--- src/rtl/aes_pipe_ctrl.sv ---
// Control plane for a fully unrolled AES pipeline: key-expansion sequencing, input handshake and per-stage valids.
// Optional block tags ride along with the valids when AES_PIPE_TAG_EN is defined. fsm_state: IDLE=0 KEXP=1 RUN=2 DRAIN=3.
module aes_pipe_ctrl #(
    parameter int NUM_ROUNDS = 10
) (
    input  logic                  clk,
    input  logic                  rst,
    input  logic                  key_load,
    output logic                  key_ready,
    output logic                  kx_we,
    output logic [3:0]            kx_round,
    output logic [7:0]            kx_rcon,
    input  logic                  in_valid,
    output logic                  in_ready,
    output logic [NUM_ROUNDS:0]   round_en,
    output logic                  out_valid,
    output logic [4:0]            inflight,
`ifdef AES_PIPE_TAG_EN
    input  logic [3:0]            in_tag,
    output logic [3:0]            out_tag,
`endif
    output logic [1:0]            fsm_state
);

    typedef enum logic [1:0] {
        IDLE  = 2'd0,
        KEXP  = 2'd1,
        RUN   = 2'd2,
        DRAIN = 2'd3
    } state_t;

    localparam logic [3:0] LAST_ROUND = 4'(NUM_ROUNDS);

    state_t                state;
    state_t                state_next;
    logic [3:0]            kx_step;
    logic [3:0]            kx_step_next;
    logic [NUM_ROUNDS:0]   v;
    logic [4:0]            inflight_q;
    logic                  accept;
    logic [3:0]            rcon_idx;

    // Handshake: a block transfers on a rising edge where in_valid and in_ready are both high;
    // in_ready never depends on in_valid, and the pipeline never back-pressures once a block is in.
    always_comb begin
        state_next   = state;
        kx_step_next = kx_step;
        key_ready    = 1'b0;
        in_ready     = 1'b0;
        kx_we        = 1'b0;
        case (state)
            IDLE: begin
                if (key_load) begin
                    state_next   = KEXP;
                    kx_step_next = 4'd1;
                end
            end
            KEXP: begin
                kx_we = 1'b1;
                if (kx_step == LAST_ROUND) begin
                    state_next   = RUN;
                    kx_step_next = 4'd0;
                end else begin
                    kx_step_next = kx_step + 4'd1;
                end
            end
            RUN: begin
                key_ready = 1'b1;
                in_ready  = ~key_load;
                if (key_load) begin
                    state_next = DRAIN;
                end
            end
            DRAIN: begin
                if (inflight_q == 5'd0) begin
                    state_next   = KEXP;
                    kx_step_next = 4'd1;
                end
            end
            default: state_next = IDLE;
        endcase
    end

    always_ff @(posedge clk or posedge rst) begin
        if (rst) begin
            state   <= IDLE;
            kx_step <= 4'd0;
        end else begin
            state   <= state_next;
            kx_step <= kx_step_next;
        end
    end

    assign accept    = in_valid & in_ready;
    assign fsm_state = state;
    assign kx_round  = kx_step;

    // AES-256 uses each round constant for two consecutive round keys.
    assign rcon_idx = (NUM_ROUNDS == 14) ? ((kx_step + 4'd1) >> 1) : kx_step;

    always_comb begin
        kx_rcon = 8'h00;
        if (kx_we) begin
            case (rcon_idx)
                4'd1:    kx_rcon = 8'h01;
                4'd2:    kx_rcon = 8'h02;
                4'd3:    kx_rcon = 8'h04;
                4'd4:    kx_rcon = 8'h08;
                4'd5:    kx_rcon = 8'h10;
                4'd6:    kx_rcon = 8'h20;
                4'd7:    kx_rcon = 8'h40;
                4'd8:    kx_rcon = 8'h80;
                4'd9:    kx_rcon = 8'h1B;
                4'd10:   kx_rcon = 8'h36;
                default: kx_rcon = 8'h00;
            endcase
        end
    end

    // The valid chain free-runs in every state so blocks finish under the keys they entered with.
    always_ff @(posedge clk or posedge rst) begin
        if (rst) begin
            v          <= '0;
            inflight_q <= 5'd0;
        end else begin
            v          <= {v[NUM_ROUNDS-1:0], accept};
            inflight_q <= inflight_q + {4'd0, accept} - {4'd0, v[NUM_ROUNDS]};
        end
    end

    assign round_en  = {v[NUM_ROUNDS-1:0], accept};
    assign out_valid = v[NUM_ROUNDS];
    assign inflight  = inflight_q;

`ifdef AES_PIPE_TAG_EN
    logic [3:0] tag_pipe [NUM_ROUNDS+1];

    always_ff @(posedge clk or posedge rst) begin
        if (rst) begin
            for (int i = 0; i <= NUM_ROUNDS; i++) begin
                tag_pipe[i] <= 4'd0;
            end
        end else begin
            tag_pipe[0] <= accept ? in_tag : 4'd0;
            for (int i = 1; i <= NUM_ROUNDS; i++) begin
                tag_pipe[i] <= tag_pipe[i-1];
            end
        end
    end

    assign out_tag = out_valid ? tag_pipe[NUM_ROUNDS] : 4'd0;
`endif

endmodule

--- config.mk ---
export PLATFORM = sky130hd
export DESIGN_NAME = aes_pipe_ctrl
export DESIGN_NICKNAME = d
export VERILOG_FILES = /design/src/rtl/aes_pipe_ctrl.sv
export SDC_FILE = /design/constraint.sdc
export NUM_CORES = 1
export LEC_CHECK = 0
export ABC_AREA = 1
export BUFFER_PORTS_ARGS = -buffer_cell sky130_fd_sc_hd__buf_2
export CAP_MARGIN = 15
export CORE_MARGIN = 1.5
export CORE_UTILIZATION = 25
export CTS_CLUSTER_DIAMETER = 30
export DETAILED_ROUTE_END_ITERATION = 10
export PLACE_DENSITY = 0.41
export SETUP_SLACK_MARGIN = 0.05
export SYNTH_ARGS = -nofsm -noshare
export SYNTH_HDL_FRONTEND = slang
export SYNTH_SLANG_ARGS = --single-unit
--- constraint.sdc ---
create_clock -name clk -period 4.2 [get_ports clk]
set_clock_uncertainty 0.1 [all_clocks]
set_input_delay 0.21 -clock clk [delete_from_list [all_inputs] [get_ports clk]]
set_output_delay 0.21 -clock clk [all_outputs]
set_load 0.01 [all_outputs]
==> flow_summary.yaml <==
cts:
  cts_buffers: 3
  clk_pin_slew_ns: 0.08
  clock_latency_ns: 0.26
  cts.repair.resized: 0
  cts_tree: "done"
  cts_sinks: 22
  htreeDepth: 1
  ctsHoldBuffers: 0
  cts_buffer_depth: 2
  root_buffer: "clkbuf_8"
  post_cts_buffers: 0
floorplanning:
  die_x_microns: 73.0
  boundaryPins: 38
  fp-row-count: 25
  initial_utilization_pct: 26.0
  dieHeight_microns: 73.0
  core_area_sq_um: 4720
  die_area_sq_um: 5330
sta:
  tightest_slew_ns: 0.841
  relSlewSlack_pct: 43.9
  hold_slack_ns: 0.00876
  period_needed_ns: 2.63
  hold_viol_final: 0
  post-route-period-util_pct: 62.6
  slew_viol_final: 0
  finalSetupViolCount: 0
  fmax_mhz: 380
  rsz0062_at_grt: "false"
  setup_tns_ns: 0
routing:
  vias: 972
  route.detailed.drc: 0
  drt_pass1_iterations: 4
  finalWirelength_mm: 2.47
  drt-initial-drc-count: 20
  ant_nets: 0
  viasPerCell: 4.05
  wl_per_cell_microns: 10.3
power:
  p_leak_nw: 0.894
  p_sw_share_pct: 42.8
  power.share.sequential_pct: 31.8
  p_per_area_nw_per_um2: 708
  clock_power_share_pct: 18.0
  internal-power_w: 0.000625
  switchingPower_w: 0.000468
  vdd_drop_max_uv: 173
  comb_power_share_pct: 50.2
finish:
  layout_commonest_cell: "buf_2"
  syn2layout_area_growth_pct: 25.8
  diodes: 0
  final_nets: 196
  fill_cells: 504
  most-common-layout-cells: "buf_2, inv_1, dfrtp_1, nand2_1, ha_1"
  drive_gt1_share_pct: 26.6
setup_path:
  crit_family: "adder cells"
  cp_max_fo: 6
  cp.arrival_ns: 2.68
  cp-start-kind: "flop"
  critPathMaxStageDelay_ns: 0.44
  worstPathCellList: "inv_1, ha_1, inv_1, nor2_1, nand2_1, ha_1, inv_1, ha_1, inv_1, fa_1, inv_1, nand2_1, a21oi_1, nor2_1, nand2_1, nand2_1"
  cp_common_cell: "inv_1"
  path_class: "reg2reg"
  crit_slowest_cell: "dfrtp_1"
  required_ns: 4.25
  crit_buf_inv: 5
  end_kind: "flop"
synth:
  ys_warn_count: 0
  syn-num-nets: 157
  syn_inst: 135
  ys_seq_area_share_pct: 44.9
  ys_ff_latch: 22
  synth_cell_types: 24
  syn_area_per_cell_sq_um: 9.08
  synth.cell_area_sq_um: 1230
run_status:
  outcome: "finished, final reports clean"
grt:
  grt_pass1_vias: 924
  gr-total-overflow: 0
  antenna_found_initial: 0
  grt_pass1_wl_mm: 4.04
  grt_max_degree: 23
  grtUsageTotal_pct: 9.66
placement:
  io_buffers: 37
  dp_hpwl_mm: 1.97
  place_congestion: 0.795
min_path:
  min_path_type: "in2async"
job:
  cap_violations: 0
[area by class of cell]
class	instances	area, sq um	area share [%]
flip-flops and latches	22	551	35.7
well taps	67	83.8	5.43
repair buffers	37	185	12.0
multi-input cells	83	549	35.6
clock inverters	1	30.0	1.95
inverters	27	103	6.65
clock buffers	3	41.3	2.68
[Yosys cell counts]
cell type  number  area share (%)
nand2_4         1            0.92
nand2_2         1            0.51
dfrtp_1        22              45
inv_1          25             7.7
xor2_1          1            0.71
inv_2           1            0.31
nand2_1        21             6.4
nand3_1         7             2.9
clkinv_2        1            0.41
a21oi_1         6             2.4
o21ai_0         2            0.82
nor2_1         12             3.7
o21ai_1         4             1.6
nand3_2         1            0.82
buf_4           1            0.61
ha_1           17              17
nand4_1         4             2.0
buf_2           1            0.41
a31oi_1         1            0.51
buf_6           1            0.92
fa_1            1             1.6
xnor2_1         2             1.4
nor3_1          1            0.41
o21bai_1        1            0.61
[registers in the layout (all words and copies together), names as in the netlist]
name / flops
v: 11
inflight: 5
kx_round: 4
fsm_state: 2
[logic make-up after synthesis]
group	Yosys count	synth area share [%]
compound gates	14	6.02
fa+ha+maj	18	19.0
simple gates	48	17.7
xor+xnor	3	2.14
buf+inv	30	10.3
flops	22	44.9
[path summary, 6_finish.rpt]
path                                     startpoint                 endpoint  slack [ns]  cells past startpoint
min                                             rst           v[9]$_DFF_PP0_       0.009                      2
min in group clk                           in_valid           v[0]$_DFF_PP0_        0.13                      3
max in group asynchronous                       rst  kx_round[2]$_DFFE_PP0P_        3.48                      2
min reg2reg                          v[6]$_DFF_PP0_           v[7]$_DFF_PP0_        0.27                      0
max                        fsm_state[0]$_DFFE_PP0P_    inflight[4]$_DFF_PP0_        1.57                     16
max reg2reg                fsm_state[0]$_DFFE_PP0P_    inflight[4]$_DFF_PP0_        1.57                     16
[per-layer routing]
| layer | up-vias | routed length (microns) | global-route usage (%) |
|---|---|---|---|
| li1 | 493 | - | - |
| met1 | 457 | 1070 | 11.5 |
| met2 | 20 | 1270 | 17.4 |
| met3 | 2 | 101 | 2.21 |
| met4 | 0 | 27 | 2.52 |
| met5 | - | 0 | 0 |
[power by group through the flow]
stage | sequential (W) | clock, W | combinational [W]
after floorplan | 0.000370 | 0 | 0.000378
after global placement | 0.000353 | 0 | 0.000555
after detailed placement | 0.000353 | 0 | 0.000558
after CTS | 0.000348 | 0.000204 | 0.000562
after global routing | 0.000358 | 0.000213 | 0.000644
final | 0.000347 | 0.000197 | 0.000548
[per-stage QoR]
step / total power, W / utilization [%] / cell area, sq um / setup WS, ns / instances
floorplan: 0.000748 / - / 1230 / 1.56 / 135
global placement: 0.000908 / 31.2 / 1470 / 1.69 / 236
detailed placement: 0.000911 / 31.2 / 1470 / 1.58 / 236
CTS: 0.00111 / 32.7 / 1540 / 1.56 / 240
global route: 0.00121 / 32.7 / 1540 / 1.35 / 240
finish: 0.00109 / 32.7 / 1540 / 1.57 / 240
[worst register-to-register path: cells and delay by family (launching register included)]
| kind | cells | cell delay, ns |
|---|---|---|
| AO/OA/AOI/OAI | 1 | 0.17 |
| adder cells (fa/ha/maj) | 4 | 1.00 |
| AND/OR/NAND/NOR | 6 | 0.49 |
| flip-flops | 1 | 0.44 |
| buffers and inverters | 5 | 0.33 |
Power figures use the tool's default switching activity.
